===== config.mk =====
export PLATFORM = sky130hd
export DESIGN_NAME = mem_port_arbiter
export DESIGN_NICKNAME = d
export VERILOG_FILES = /design/src/rtl/mem_port_arbiter_pkg.sv /design/src/rtl/mem_access_check.sv /design/src/rtl/mem_port_arbiter.sv
export SDC_FILE = /design/constraint.sdc
export NUM_CORES = 1
export LEC_CHECK = 0
export ABC_AREA = 1
export CELL_PAD_IN_SITES_DETAIL_PLACEMENT = 1
export CELL_PAD_IN_SITES_GLOBAL_PLACEMENT = 2
export CORE_MARGIN = 5
export CORE_UTILIZATION = 24
export DETAILED_ROUTE_END_ITERATION = 8
export PLACE_DENSITY_LB_ADDON = 0.25
export SETUP_SLACK_MARGIN = 0.1
export SLEW_MARGIN = 40
export SYNTH_ARGS = -nofsm -noshare
export SYNTH_HDL_FRONTEND = slang
export SYNTH_SLANG_ARGS = --single-unit

===== constraint.sdc =====
create_clock -name CLK -period 6.65 [get_ports CLK]
set_input_delay 0.665 -clock CLK [delete_from_list [all_inputs] [get_ports CLK]]
set_output_delay 0.665 -clock CLK [all_outputs]
set_load 0.03 [all_outputs]

===== src/rtl/mem_port_arbiter_pkg.sv =====
// Shared definitions for the fetch/data RAM port arbiter: data width, RISC-V
// load/store funct3 codes, arbiter states and port identifiers.
package mem_port_arbiter_pkg;

    localparam int MXLEN = 32;

    localparam logic [2:0] F3_LB  = 3'd0;
    localparam logic [2:0] F3_LH  = 3'd1;
    localparam logic [2:0] F3_LW  = 3'd2;
    localparam logic [2:0] F3_LBU = 3'd4;
    localparam logic [2:0] F3_LHU = 3'd5;
    localparam logic [2:0] F3_SB  = 3'd0;
    localparam logic [2:0] F3_SH  = 3'd1;
    localparam logic [2:0] F3_SW  = 3'd2;

    localparam logic PORT_IF = 1'b0;
    localparam logic PORT_D  = 1'b1;

    typedef enum logic [1:0] {
        IDLE   = 2'd0,
        ACCESS = 2'd1,
        RESP   = 2'd2
    } state_t;

    // Bytes touched by an access; illegal codes are rejected elsewhere.
    function automatic logic [2:0] access_size(input logic [2:0] funct3);
        case (funct3)
            3'd0, 3'd4: access_size = 3'd1;
            3'd1, 3'd5: access_size = 3'd2;
            default:    access_size = 3'd4;
        endcase
    endfunction

endpackage


===== src/rtl/mem_access_check.sv =====
// Combinational fault check for a single RAM access: illegal funct3,
// misalignment, or any byte falling outside 0..RAM_BYTES-1.
module mem_access_check
    import mem_port_arbiter_pkg::*;
#(
    parameter int unsigned RAM_BYTES = 1024
) (
    input  logic [MXLEN-1:0] i_addr,
    input  logic             i_we,
    input  logic [2:0]       i_funct3,
    output logic             o_err
);

    localparam logic [MXLEN:0] LP_RAM_END = (MXLEN+1)'(RAM_BYTES);

    logic [MXLEN:0] w_end;
    logic           w_illegal;
    logic           w_misaligned;
    logic           w_out_of_range;

    always_comb begin
        if (i_we) begin
            w_illegal = !(i_funct3 inside {F3_SB, F3_SH, F3_SW});
        end else begin
            w_illegal = !(i_funct3 inside {F3_LB, F3_LH, F3_LW, F3_LBU, F3_LHU});
        end

        w_misaligned = 1'b0;
        case (i_funct3)
            F3_LH, F3_LHU: w_misaligned = i_addr[0];
            F3_LW:         w_misaligned = |i_addr[1:0];
            default:       w_misaligned = 1'b0;
        endcase

        // One extra bit so an address near the top of the space wraps into a fault.
        w_end          = {1'b0, i_addr} + {{(MXLEN-2){1'b0}}, access_size(i_funct3)};
        w_out_of_range = w_end > LP_RAM_END;

        o_err = w_illegal | w_misaligned | w_out_of_range;
    end

endmodule


===== src/rtl/mem_port_arbiter.sv =====
// Shares one byte-addressed RAM between instruction fetch and load/store:
// arbitrates, drives the RAM for one cycle, and returns a registered response.
module mem_port_arbiter
    import mem_port_arbiter_pkg::*;
#(
    parameter int unsigned RAM_BYTES  = 1024,
    parameter logic [3:0]  STARVE_MAX = 4'd4
) (
    input  logic             CLK,
    input  logic             RST_N,
    input  logic             if_req_valid,
    output logic             if_req_ready,
    input  logic [MXLEN-1:0] if_addr,
    output logic             if_rsp_valid,
    input  logic             if_rsp_ready,
    output logic [MXLEN-1:0] if_rsp_data,
    output logic             if_rsp_err,
    input  logic             d_req_valid,
    output logic             d_req_ready,
    input  logic             d_we,
    input  logic [2:0]       d_funct3,
    input  logic [MXLEN-1:0] d_addr,
    input  logic [MXLEN-1:0] d_wdata,
    output logic             d_rsp_valid,
    input  logic             d_rsp_ready,
    output logic [MXLEN-1:0] d_rsp_data,
    output logic             d_rsp_err,
    output logic [MXLEN-1:0] ram_addr,
    output logic [MXLEN-1:0] ram_wdata,
    output logic             ram_load,
    output logic [2:0]       ram_load_ops,
    output logic             ram_store,
    output logic [2:0]       ram_store_ops,
    input  logic [MXLEN-1:0] ram_rdata
);

    state_t           r_state;
    state_t           w_state_next;
    logic             r_port;
    logic [MXLEN-1:0] r_addr;
    logic             r_we;
    logic [2:0]       r_funct3;
    logic [MXLEN-1:0] r_wdata;
    logic [3:0]       r_starve;
    logic [MXLEN-1:0] r_rsp_data;
    logic             r_rsp_err;

    logic w_if_wins;
    logic w_if_acc;
    logic w_d_acc;
    logic w_rsp_ready;
    logic w_err;

    mem_access_check #(
        .RAM_BYTES(RAM_BYTES)
    ) u_check (
        .i_addr  (r_addr),
        .i_we    (r_we),
        .i_funct3(r_funct3),
        .o_err   (w_err)
    );

    always_comb begin
        // Fetch takes the slot when data is absent or fetch has waited long enough.
        w_if_wins    = if_req_valid && ((r_starve == STARVE_MAX) || !d_req_valid);
        if_req_ready = (r_state == IDLE) && w_if_wins;
        d_req_ready  = (r_state == IDLE) && d_req_valid && !w_if_wins;
        w_if_acc     = if_req_valid && if_req_ready;
        w_d_acc      = d_req_valid && d_req_ready;
        w_rsp_ready  = (r_port == PORT_D) ? d_rsp_ready : if_rsp_ready;

        w_state_next = r_state;
        case (r_state)
            IDLE:    if (w_if_acc || w_d_acc) w_state_next = ACCESS;
            ACCESS:  w_state_next = RESP;
            RESP:    if (w_rsp_ready) w_state_next = IDLE;
            default: w_state_next = IDLE;
        endcase

        ram_addr      = '0;
        ram_wdata     = '0;
        ram_load      = 1'b0;
        ram_load_ops  = 3'd0;
        ram_store     = 1'b0;
        ram_store_ops = 3'd0;
        if ((r_state == ACCESS) && !w_err) begin
            ram_addr      = r_addr;
            ram_wdata     = r_wdata;
            ram_load      = !r_we;
            ram_load_ops  = r_funct3;
            ram_store     = r_we;
            ram_store_ops = r_funct3;
        end

        if_rsp_valid = (r_state == RESP) && (r_port == PORT_IF);
        d_rsp_valid  = (r_state == RESP) && (r_port == PORT_D);
        if_rsp_data  = r_rsp_data;
        d_rsp_data   = r_rsp_data;
        if_rsp_err   = r_rsp_err;
        d_rsp_err    = r_rsp_err;
    end

    always_ff @(posedge CLK or negedge RST_N) begin
        if (!RST_N) begin
            r_state    <= IDLE;
            r_port     <= PORT_IF;
            r_addr     <= '0;
            r_we       <= 1'b0;
            r_funct3   <= 3'd0;
            r_wdata    <= '0;
            r_starve   <= 4'd0;
            r_rsp_data <= '0;
            r_rsp_err  <= 1'b0;
        end else begin
            r_state <= w_state_next;
            if (w_if_acc) begin
                r_port   <= PORT_IF;
                r_addr   <= if_addr;
                r_we     <= 1'b0;
                r_funct3 <= F3_LW;
                r_wdata  <= '0;
                r_starve <= 4'd0;
            end else if (w_d_acc) begin
                r_port   <= PORT_D;
                r_addr   <= d_addr;
                r_we     <= d_we;
                r_funct3 <= d_funct3;
                r_wdata  <= d_wdata;
                if (if_req_valid && (r_starve != STARVE_MAX)) begin
                    r_starve <= r_starve + 4'd1;
                end
            end
            if (r_state == ACCESS) begin
                r_rsp_data <= r_we ? '0 : ram_rdata;
                r_rsp_err  <= w_err;
            end
        end
    end

endmodule


==> summary.md, run 1 <==
| Metric | Value |
|---|---|
| Outcome | `complete, no violations` |
| Clock Sinks | `roughly 110` |
| Sw Share | `0.502` |
| Lkg Pwr | `approximately 4.3 nW` |
| Worst Path Max Fanout | `32` |
| Reg2reg setup slack | `between 4 and 5 ns` |
| Die footprint | `31100 sq um` |
| Resized cells post-CTS | `0` |
| Row Count | `60` |
| Cell Count Post-Placement | `approximately 1500` |
| R2R cell count | `17` |
| Initial antenna violation count | `1` |
| WL met1 | `around 12000 um` |
| Antenna Violating Nets Remaining | `0` |
| Endpoint of the worst-slack reg-to-reg timing path | `d_rsp_err$_DFFE_PN0N_` |
| Final wirelength | `approximately 27000 um` |
| Setup_tns | `0 ns` |
| First-pass detailed-route iteration total | `5` |
| DR WL/cell | `about 18 um` |
| Worst hold path type | `input pin to asynchronous set/reset pin` |
| CTS Hold Bufs | `0` |
| I/O Pins | `280` |
| Initial Util | `0.245` |
| #FFs+latches synth | `108` |
| DP Wirelength | `between 20000 and 25000 um` |
| Vert. Die Dim | `176 um` |
| Metal3 WL | `between 1000 and 1500 um` |
| Vias in the first global route | `7423` |
| Power share of the sequential group | `0.307` |
| Die Wd | `176 um` |
| H-tree depth | `3` |
| Drt via density | `4.37` |
| Int Power | `between 0.0015 and 0.002 W` |
| Crit path kind | `register to output pin` |
| Worst skew pair latency | `~0.37 ns` |
| Logic pwr share | `0.548` |
| Setup crit start kind | `register` |
| CTS clock-pin slew for the worst setup and hold paths | `0.09 ns` |
| IO Port Bufs | `about 260` |
| DRT iter0 DRCs | `233` |
| Max-slew violations | `0` |
| Final setup fails | `0` |
| DR vias | `~6700` |
| Number of max-cap violations | `0` |
| Syn_area_per_cell | `between 7 and 8 sq um` |
| Layout Nets | `around 1300` |
| Pin count of the biggest net entering global routing | `between 60 and 70` |
| DRC | `0` |
| Final Hold Vio Count | `0` |
| TritonCTS buffer count | `9` |
| Tot GR Track Use | `0.172` |
| Yosys cell types | `34` |
| Postcts setup bufs | `0` |
| Switching pwr | `approximately 0.0020 W` |
| Area Overhead vs Synth | `44.3%` |
| Area of the mapped netlist | `between 6000 and 7000 sq um` |
| Leading area contributor after synthesis | `dfrtp_1` |
| Highest metal used | `met5` |
| Clock Tree Root | `clkbuf_16` |
| RSZ-0062 raised after global routing | `false` |
| Critical path arrival | `roughly 4.4 ns` |
| First-pass GRT wire length | `42200 um` |
| Period minus WS final | `approximately 5 ns` |
| Sequential share of the synthesized area | `0.407` |
| Top-area cell type share of the netlist area | `0.407` |
| Non-Filler Instances | `between 1500 and 2000` |
| Final clock skew | `approximately 0.014 ns` |
| Mapped Cells | `between 900 and 1000` |
| Endpoint type of the worst setup path | `output pin` |
| Critical Path RT | `~6.0 ns` |
| Relative slew slack | `0.544` |
| Top cells by area, synth | `dfrtp_1 41%, nand2_1 15%, nor2_1 6.7%` |
| Routability Congestion | `a little over 0.8` |
| Worst VDD drop | `roughly 0.13 mV` |
| Routed length on met2 | `between 10000 and 15000 um` |
| Power per Cell Area | `416 nW/um^2` |
| N_diodes | `0` |
| Overflow after GRT | `0` |
| Max Clk Rate | `198 MHz` |
| Yosys warns | `0` |
| Total core area | `27100 sq um` |
| Crit share post-route | `0.761` |
| Worst-margin pin slew | `about 0.68 ns` |
| TritonCTS clock tree | `yes` |
| Share of cells above drive strength 1 | `0.0630` |
| Maximum root-to-sink buffer count | `2` |
| Clk pwr share | `0.145` |
| Critical R2R Launch | `r_funct3[1]$_DFFE_PN0P_` |
-- worst max-delay path, cell delays in order, from the launching register on --
cell,delay (ns)
dfrtp_1,0.43
nor2_1,0.07
ha_1,0.23
fa_1,0.44
nand3_2,0.13
nand2_4,0.09
nand2_2,0.17
nor2_4,0.07
nand2_1,0.06
nand2_1,0.05
nand2_1,0.13
nand2_1,0.09
nor2_1,0.11
nand2_1,0.09
nor2_2,0.09
nand3_2,0.45
buf_4,0.46
nor2_1,0.16
clkdlybuf4s50_1,0.69
-- sequential cells by signal, indices dropped and copies added, names as in the netlist --
signal	count
d_rsp_data	32
r_addr	32
r_wdata	32
r_starve	4
r_funct3	3
r_state	2
d_rsp_err	1
r_port	1
r_we	1
-- cell families (layout without fill, tap and decap cells) --
group / Yosys count / count (layout) / share of synthesized area
AND/OR/NAND/NOR: 527 / 527 / 0.343
buffers and inverters: 200 / 395 / 0.149
flip-flops: 108 / 108 / 0.407
AO/OA/AOI/OAI: 99 / 99 / 0.0853
adder cells (fa/ha/maj): 6 / 6 / 0.0124
XOR/XNOR: 2 / 2 / 0.00264
other: 1 / 21 / 0.000565
-- how the worst max path moves through the flow --
stage / endpoint / depth (start not counted) / startpoint / slack [ns]
after global routing: ram_wdata[14] / 17 / r_funct3[1]$_DFFE_PN0P_ / 1.25
after global placement: ram_wdata[13] / 17 / r_funct3[1]$_DFFE_PN0P_ / 2.01
after detailed placement: ram_wdata[5] / 17 / r_funct3[1]$_DFFE_PN0P_ / 1.96
after CTS: ram_wdata[5] / 17 / r_funct3[1]$_DFFE_PN0P_ / 1.53
final: ram_wdata[14] / 18 / r_funct3[1]$_DFFE_PN0P_ / 1.59
after floorplan: ram_store_ops[2] / 18 / r_funct3[1]$_DFFE_PN0P_ / 3.17
-- cell usage after synthesis (all sizes together) --
cell type,n
a21oi,20
and3,1
nor2,149
nand2,262
xor2,2
nand4,9
o22ai,13
o21ai,44
buf,61
or2,2
clkinv,2
nor4,1
ha,5
nor3b,1
a211oi,20
o211ai,1
clkbuf,28
dfrtp,108
inv,109
o21bai,1
conb,1
nand3,76
fa,1
nor3,26
-- power groups by stage --
| stage | registers, W | logic (W) | clock network [W] |
|---|---|---|---|
| finish | 0.00122 | 0.00218 | 0.000577 |
| CTS | 0.00123 | 0.00222 | 0.000604 |
| floorplan | 0.00131 | 0.00133 | 0 |
| global route | 0.00127 | 0.00241 | 0.000629 |
| global placement | 0.00123 | 0.00221 | 0 |
| detailed placement | 0.00124 | 0.00222 | 0 |
-- layout make-up --
cell class | instances | area (sq um)
Clock buffer | 10 | 239
Clock inverter | 6 | 62.6
Fill cell | 3311 | 17500
Inverter | 111 | 417
Multi-Input combinational cell | 655 | 3040
Sequential cell | 108 | 2700
Tap cell | 372 | 465
Timing Repair Buffer | 268 | 2660
-- cell usage in the layout (no fill, tap or decap), drive strengths merged --
master / n
o21bai: 1
o211ai: 1
buf: 11
nor4: 1
conb: 21
inv: 113
nand4: 9
a211oi: 20
or2: 2
and3: 1
nor3: 26
a21oi: 20
clkinv: 4
nand3: 76
clkbuf: 10
dfrtp: 108
ha: 5
o21ai: 44
o22ai: 13
xor2: 2
nand2: 262
nor3b: 1
clkdlybuf4s50: 257
fa: 1
nor2: 149
-- per-stage QoR --
| stage | worst slack [ns] | hold slack, ns | total power [W] | util | cell area, sq um |
|---|---|---|---|---|---|
| 2_1_floorplan | 3.17 | 0.369 | 0.00264 | - | 6720 |
| 3_3_place_gp | 2.01 | 0.462 | 0.00344 | 0.342 | 9280 |
| 3_5_place_dp | 1.96 | 0.468 | 0.00346 | 0.342 | 9280 |
| 4_1_cts | 1.53 | 0.395 | 0.00406 | 0.353 | 9580 |
| 5_1_grt | 1.25 | 0.282 | 0.00431 | 0.354 | 9580 |
| 6_report | 1.59 | 0.246 | 0.00399 | 0.354 | 9580 |
-- layer usage --
| layer | up-vias | GRT usage |
|---|---|---|
| li1 | 3313 | - |
| met4 | 2 | 0.0303 |
| met1 | 3196 | 0.215 |
| met5 | - | 0 |
| met2 | 160 | 0.302 |
| met3 | 17 | 0.0454 |
No activity file was read; power rests on OpenSTA's default activity.
==> inputs of run 2 (changes only) <==
--- a/config.mk
+++ b/config.mk
@@ -9,7 +9,7 @@
 export CELL_PAD_IN_SITES_DETAIL_PLACEMENT = 1
 export CELL_PAD_IN_SITES_GLOBAL_PLACEMENT = 2
 export CORE_MARGIN = 5
-export CORE_UTILIZATION = 24
+export CORE_UTILIZATION = 20
 export DETAILED_ROUTE_END_ITERATION = 8
 export PLACE_DENSITY_LB_ADDON = 0.25
 export SETUP_SLACK_MARGIN = 0.1
==> constraint.sdc (replaced) <==
create_clock -name CLK -period 4.25 [get_ports CLK]
set_input_delay 0.425 -clock CLK [delete_from_list [all_inputs] [get_ports CLK]]
set_output_delay 0.425 -clock CLK [all_outputs]
set_load 0.03 [all_outputs]
==> summary.md, run 2 (same netlist as run 1, synthesis figures left out) <==
| Metric | Value |
|---|---|
| Outcome | `complete, but fails checks` |
| Failing checks | `hold timing` |
| CTS Hold Bufs | `0` |
| Crit path cell chain | `nor2_1, ha_1, fa_1, nand3_2, nand2_4, nand2_2, nor2_4, nand3_1, nand2_1, nand2_1, nor2_1, nand2_1, nor2_2, nand3_2, buf_6, nor2_1, buf_4` |
| Vias in the first global route | `7445` |
| Total core area | `approximately 33000 sq um` |
| Clock Tree Root | `clkbuf_16` |
| RSZ-0062 raised after global routing | `false` |
| Max Clk Rate | `~270 MHz` |
| Share of cells above drive strength 1 | `0.109` |
| Antenna Violating Nets Remaining | `0` |
| Commonest non-fill, non-tap cell in the layout | `nand2_1` |
| Endpoint type of the worst setup path | `output pin` |
| Worst Path Max Fanout | `37` |
| Initial Util | `0.203` |
| N_diodes | `0` |
| R2R cell count | `17` |
| Worst hold path type | `input pin to asynchronous set/reset pin` |
| Initial antenna violation count | `0` |
| Period minus WS final | `3.76 ns` |
| First-pass GRT wire length | `between 40000 and 50000 um` |
| Drt via density | `4.19` |
| Vert. Die Dim | `slightly below 200 um` |
| Maximum root-to-sink buffer count | `2` |
| Pin count of the biggest net entering global routing | `between 50 and 60` |
| DRT iter0 DRCs | `228` |
| Final setup fails | `0` |
| DR WL/cell | `about 17 um` |
| Routability Congestion | `0.818` |
| Relative slew slack | `0.603` |
| Worst-margin pin slew | `between 0.5 and 0.6 ns` |
| CTS clock-pin slew for the worst setup and hold paths | `about 0.080 ns` |
| TritonCTS clock tree | `yes` |
| DRC | `0` |
| Number of max-cap violations | `0` |
| IO Port Bufs | `~260` |
| Dpl ws | `~0.67 ns` |
| Final wirelength | `27900 um` |
| CP max stage delay | `roughly 0.44 ns` |
| Crit path kind | `register to output pin` |
| Tot GR Track Use | `0.151` |
| Slowest cell on the critical path | `dfrtp_1` |
| Lkg Pwr | `roughly 4.4 nW` |
| Setup_tns | `0 ns` |
| I/O Pins | `280` |
| TritonCTS buffer count | `9` |
| Layout Nets | `roughly 1300` |
| Power per Cell Area | `between 600 and 700 nW/um^2` |
| Most frequent cells in the layout | `258 x nand2_1, 206 x clkdlybuf4s50_1, 115 x nor2_1, 108 x dfrtp_1, 106 x inv_1` |
| Postcts setup bufs | `0` |
| DP Wirelength | `about 22000 um` |
| Die Wd | `roughly 190 um` |
| Final clock skew | `0.0130 ns` |
| Critical path arrival | `3.34 ns` |
| Die footprint | `roughly 37000 sq um` |
| Final Hold Vio Count | `4` |
| Worst VDD drop | `about 0.29 mV` |
| Min Hold Slack | `-0.0151 ns` |
| Row Count | `66` |
| Worst skew pair latency | `approximately 0.37 ns` |
| Overflow after GRT | `0` |
| H-tree depth | `3` |
| Clock Sinks | `108` |
| Setup crit start kind | `register` |
| DR vias | `roughly 6700` |
| Area Overhead vs Synth | `43.9%` |
| Max-slew violations | `0` |
| PnR worst setup slack | `0.486 ns` |
| Critical Path RT | `3.83 ns` |
| First-pass detailed-route iteration total | `4` |
| Crit share post-route | `0.886` |
[run 2: cell count changes in the layout (fill, tap and decap cells not counted), sizes merged]
cell           delta
buf              +53
clkbuf            +1
clkdlybuf4s50    -51
inv               -1
[run 2: area by class of cell]
type | count | area (sq um)
inverters | 111 | 417
well taps | 442 | 553
fillers | 4042 | 23100
clock buffers | 11 | 233
flip-flops and latches | 108 | 2700
repair buffers | 270 | 2560
clock inverters | 5 | 45.0
multi-input cells | 655 | 3050
[run 2: worst paths after layout]
kind                                               to  slack, ns               startpoint
max                                      ram_wdata[7]       0.49  r_funct3[1]$_DFFE_PN0P_
min                        d_rsp_data[24]$_DFFE_PN0N_      -0.02                    RST_N
max reg2reg                     d_rsp_err$_DFFE_PN0N_       1.67  r_funct3[1]$_DFFE_PN0P_
min reg2reg                   r_starve[3]$_DFFE_PN0P_       0.48  r_starve[3]$_DFFE_PN0P_
max in group asynchronous      r_addr[17]$_DFFE_PN0P_       3.47                    RST_N
min in group CLK              r_starve[3]$_DFFE_PN0P_       0.48  r_starve[3]$_DFFE_PN0P_
[run 2: where the power goes]
| group | internal, W | switching [W] | total, W |
|---|---|---|---|
| Clock | 0.000411 | 0.000445 | 0.000856 |
| Sequential | 0.00151 | 0.000420 | 0.00193 |
| Combinational | 0.00117 | 0.00225 | 0.00343 |
| Total | 0.00309 | 0.00312 | 0.00621 |
[run 2: stage by stage]
| stage | util | total power [W] | instance area, sq um | std cells |
|---|---|---|---|---|
| floorplan | - | 0.00413 | 6720 | 963 |
| global placement | 0.283 | 0.00544 | 9260 | 1586 |
| detailed placement | 0.283 | 0.00544 | 9260 | 1586 |
| CTS | 0.292 | 0.00635 | 9540 | 1602 |
| global route | 0.292 | 0.00676 | 9560 | 1602 |
| finish | 0.292 | 0.00621 | 9560 | 1602 |
[run 2: layer usage]
metal / up-vias / global-route usage / share of wire / wire length [um]
li1: 3321 / - / - / -
met4: 0 / 0.0293 / 0.011 / 299
met3: 14 / 0.0440 / 0.060 / 1690
met5: - / 0 / 0 / 0
met1: 3223 / 0.198 / 0.45 / 12500
met2: 161 / 0.250 / 0.48 / 13400
[run 2: repair_timing]
item / in CTS / in global routing
resized for setup: 0 / 3
endpoints found under the hold margin: 0 / 0
endpoints found under the setup margin: 0 / 7
[run 2: worst max-delay path: cells and delay by family (launching register included)]
family | cells | cell delay [ns]
fa+ha+maj | 2 | 0.51
buf+inv | 2 | 0.40
flops | 1 | 0.44
simple gates | 13 | 1.59
==> inputs of run 3 (changes only) <==
--- a/config.mk
+++ b/config.mk
@@ -9,11 +9,13 @@
 export CELL_PAD_IN_SITES_DETAIL_PLACEMENT = 1
 export CELL_PAD_IN_SITES_GLOBAL_PLACEMENT = 2
 export CORE_MARGIN = 5
-export CORE_UTILIZATION = 20
+export CORE_UTILIZATION = 24
 export DETAILED_ROUTE_END_ITERATION = 8
 export PLACE_DENSITY_LB_ADDON = 0.25
 export SETUP_SLACK_MARGIN = 0.1
+export SKIP_LAST_GASP = 1
 export SLEW_MARGIN = 40
 export SYNTH_ARGS = -nofsm -noshare
 export SYNTH_HDL_FRONTEND = slang
+export SYNTH_HIERARCHICAL = 1
 export SYNTH_SLANG_ARGS = --single-unit
==> constraint.sdc (replaced) <==
create_clock -name CLK -period 4.5 [get_ports CLK]
set_input_delay 0.45 -clock CLK [delete_from_list [all_inputs] [get_ports CLK]]
set_output_delay 0.45 -clock CLK [all_outputs]
set_load 0.03 [all_outputs]
==> summary.md, run 3 <==
| Metric | Value |
|---|---|
| Outcome | `complete, no violations` |
| Vias in the first global route | `about 7400` |
| Worst-margin pin slew | `around 0.68 ns` |
| Pin count of the biggest net entering global routing | `slightly below 70` |
| Final core occ | `0.362` |
| CTS Hold Bufs | `0` |
| Final wirelength | `between 20000 and 30000 um` |
| Layout Nets | `roughly 1400` |
| First-pass GRT wire length | `42200 um` |
| Leading area contributor after synthesis | `dfrtp_1` |
| Endpoint type of the worst setup path | `output pin` |
| Most frequent cell after synthesis | `nand2_1` |
| Sw Share | `0.491` |
| Min Hold Slack | `around 0.058 ns` |
| Top cells by area, synth | `dfrtp_1 40%, nand2_1 13%, nor2_1 8.0%` |
| Filler Cell Count | `approximately 3500` |
| TritonCTS buffer count | `9` |
| Met3 usage | `0.0407` |
| Area Overhead vs Synth | `48.1%` |
| Met1 usage | `0.229` |
| Worst skew pair latency | `around 0.36 ns` |
| Busiest grt layer | `met2` |
| Setup_tns | `0 ns` |
| Maximum root-to-sink buffer count | `2` |
| Lkg Pwr | `around 5.5 nW` |
| Power Total | `between 0.005 and 0.006 W` |
| Clock Sinks | `approximately 110` |
| First-pass detailed-route iteration total | `4` |
| Int Power | `0.00286 W` |
| Crit path kind | `register to output pin` |
| Syn nets | `roughly 1100` |
| TritonCTS clock tree | `yes` |
| CTS clock-pin slew for the worst setup and hold paths | `0.10 ns` |
| RSZ-0062 raised after global routing | `true` |
| Reg2reg setup slack | `about 2 ns` |
| Final setup fails | `0` |
| Row Count | `61` |
| Clock Tree Root | `clkbuf_16` |
| Antenna Violating Nets Remaining | `0` |
| Mapped Cells | `around 1000` |
| Crit share post-route | `0.901` |
| Routability Congestion | `slightly below 0.8` |
| Critical R2R Launch | `r_funct3[1]$_DFFE_PN0P_` |
| Relative slew slack | `0.547` |
| Initial antenna violation count | `0` |
| Switching pwr | `roughly 0.0028 W` |
| Total core area | `around 28000 sq um` |
| IO Port Bufs | `between 200 and 300` |
| Most common flop cell mapped by yosys | `dfrtp_1` |
| I/O Pins | `between 200 and 300` |
| Max Clk Rate | `~250 MHz` |
| Tot GR Track Use | `0.167` |
| Most frequent cells in the layout | `244 x nand2_1, 205 x clkdlybuf4s50_1, 145 x nor2_1, 140 x inv_1, 108 x dfrtp_1` |
| Initial Util | `0.245` |
| Met2 Use GR | `0.272` |
| Worst VDD drop | `about 0.26 mV` |
| Yosys cell types | `32` |
| Endpoint of the worst-slack reg-to-reg timing path | `d_rsp_err$_DFFE_PN0N_` |
| Share of cells above drive strength 1 | `0.0719` |
| Setup crit start kind | `register` |
| Worst hold path type | `input pin to asynchronous set/reset pin` |
| Final Hold Vio Count | `0` |
| Async S/R FF share, synth | `1.00` |
| Post-route cell area | `roughly 10000 sq um` |
| Critical Path RT | `roughly 4.1 ns` |
| Area of the mapped netlist | `6840 sq um` |
| Vert. Die Dim | `approximately 180 um` |
| H-tree depth | `3` |
| Logic pwr share | `0.522` |
| Number of max-cap violations | `0` |
| Number of synthesized flops with an enable pin | `0` |
| Worst Path Max Fanout | `41` |
| DRC | `0` |
| Syn_area_per_cell | `~6.8 sq um` |
| Max-slew violations | `0` |
| Top-area cell type share of the netlist area | `0.395` |
| Commonest non-fill, non-tap cell in the layout | `nand2_1` |
| DRT iter0 DRCs | `330` |
| Final clock skew | `slightly below 0.02 ns` |
| #FFs+latches synth | `between 100 and 150` |
| Yosys warns | `6` |
| R2R cell count | `16` |
| Period minus WS final | `slightly above 4 ns` |
| Overflow after GRT | `0` |
| Postcts setup bufs | `0` |
| DR WL/cell | `~17 um` |
| Sequential share of the synthesized area | `0.395` |
| DP Wirelength | `20600 um` |
| Die footprint | `32000 sq um` |
| Critical path arrival | `between 3 and 4 ns` |
| Power share of the sequential group | `0.328` |
| Drt via density | `roughly 4.4` |
| Power per Cell Area | `554 nW/um^2` |
| Clk pwr share | `0.150` |
| DR vias | `7079` |
| Placement Cell Area | `9690 sq um` |
| Die Wd | `roughly 180 um` |
| Commonest cells post-synth | `244 x nand2_1, 145 x nor2_1, 140 x inv_1` |
run 3: changes by cell type after synthesis, sizes merged, moves of 20 or more:
cell,change
a211oi,-20
inv,+36
o21ai,+32
nand4,+29
nand3,+22
nor3,-20
run 3: logic make-up after synthesis:
family,Yosys count,share of synthesized area
fa+ha+maj,6,0.0121
simple gates,568,0.368
compound gates,84,0.0646
xor+xnor,5,0.00641
buf+inv,227,0.153
flops,108,0.395
run 3: worst max-delay path by stage:
stage	from	to	slack (ns)	cells past startpoint
after floorplan	r_funct3[1]$_DFFE_PN0P_	ram_store_ops[0]	0.95	19
after global placement	r_funct3[1]$_DFFE_PN0P_	ram_addr[23]	0.54	19
after detailed placement	r_funct3[1]$_DFFE_PN0P_	ram_load_ops[0]	0.48	19
after CTS	r_funct3[1]$_DFFE_PN0P_	ram_wdata[10]	0.11	19
after global routing	r_funct3[1]$_DFFE_PN0P_	ram_load_ops[0]	0.01	18
final	r_funct3[1]$_DFFE_PN0P_	ram_load_ops[0]	0.44	19
run 3: layer usage:
| metal | wire length, um | vias up |
|---|---|---|
| met3 | 1660 | 16 |
| met1 | 12700 | 3376 |
| met2 | 12800 | 170 |
| li1 | - | 3517 |
| met5 | 0 | - |
| met4 | 268 | 0 |
run 3: worst max-delay path: stages, from the launching register on:
cell and delay [ns]:
dfrtp_1 0.44, nor2_1 0.11, ha_1 0.23, fa_1 0.42
or2_2 0.30, nor2_1 0.11, nand2_1 0.06, nor2_1 0.08
nand2_1 0.06, nor2_1 0.08, nand2_1 0.06, nand2_1 0.06
nand2_1 0.05, nor2_1 0.08, nand3_1 0.12, nor2_4 0.14
inv_2 0.04, buf_4 0.25, nor2_1 0.19, clkdlybuf4s15_1 0.40
run 3: stage by stage:
step	worst slack (ns)	std cells
after floorplan	0.949	998
after global placement	0.539	1586
after detailed placement	0.481	1586
after CTS	0.108	1602
after global routing	0.00994	1602
final	0.444	1603
run 3: timing repair:
item                                    4_1_cts  5_1_grt
hold endpoints to repair                      0        0
resized for setup                             3       57
endpoints found under the setup margin        3       56
run 3: cell type report:
cell class                      count  area (sq um)  share of cell area
Antenna cell                        1          2.50            0.000247
Sequential cell                   108          2700               0.267
Tap cell                          378           473              0.0467
Multi-Input combinational cell    663          3090               0.305
Inverter                          146           548              0.0541
Timing Repair Buffer              291          3000               0.297
Clock buffer                        9           225              0.0222
Clock inverter                      7          80.1             0.00791
run 3: power by group through the flow:
stage | logic (W) | clock network, W | registers (W)
finish | 0.00292 | 0.000842 | 0.00184
global route | 0.00324 | 0.000914 | 0.00192
CTS | 0.00298 | 0.000883 | 0.00186
detailed placement | 0.00298 | 0 | 0.00187
global placement | 0.00295 | 0 | 0.00186
floorplan | 0.00179 | 0 | 0.00195
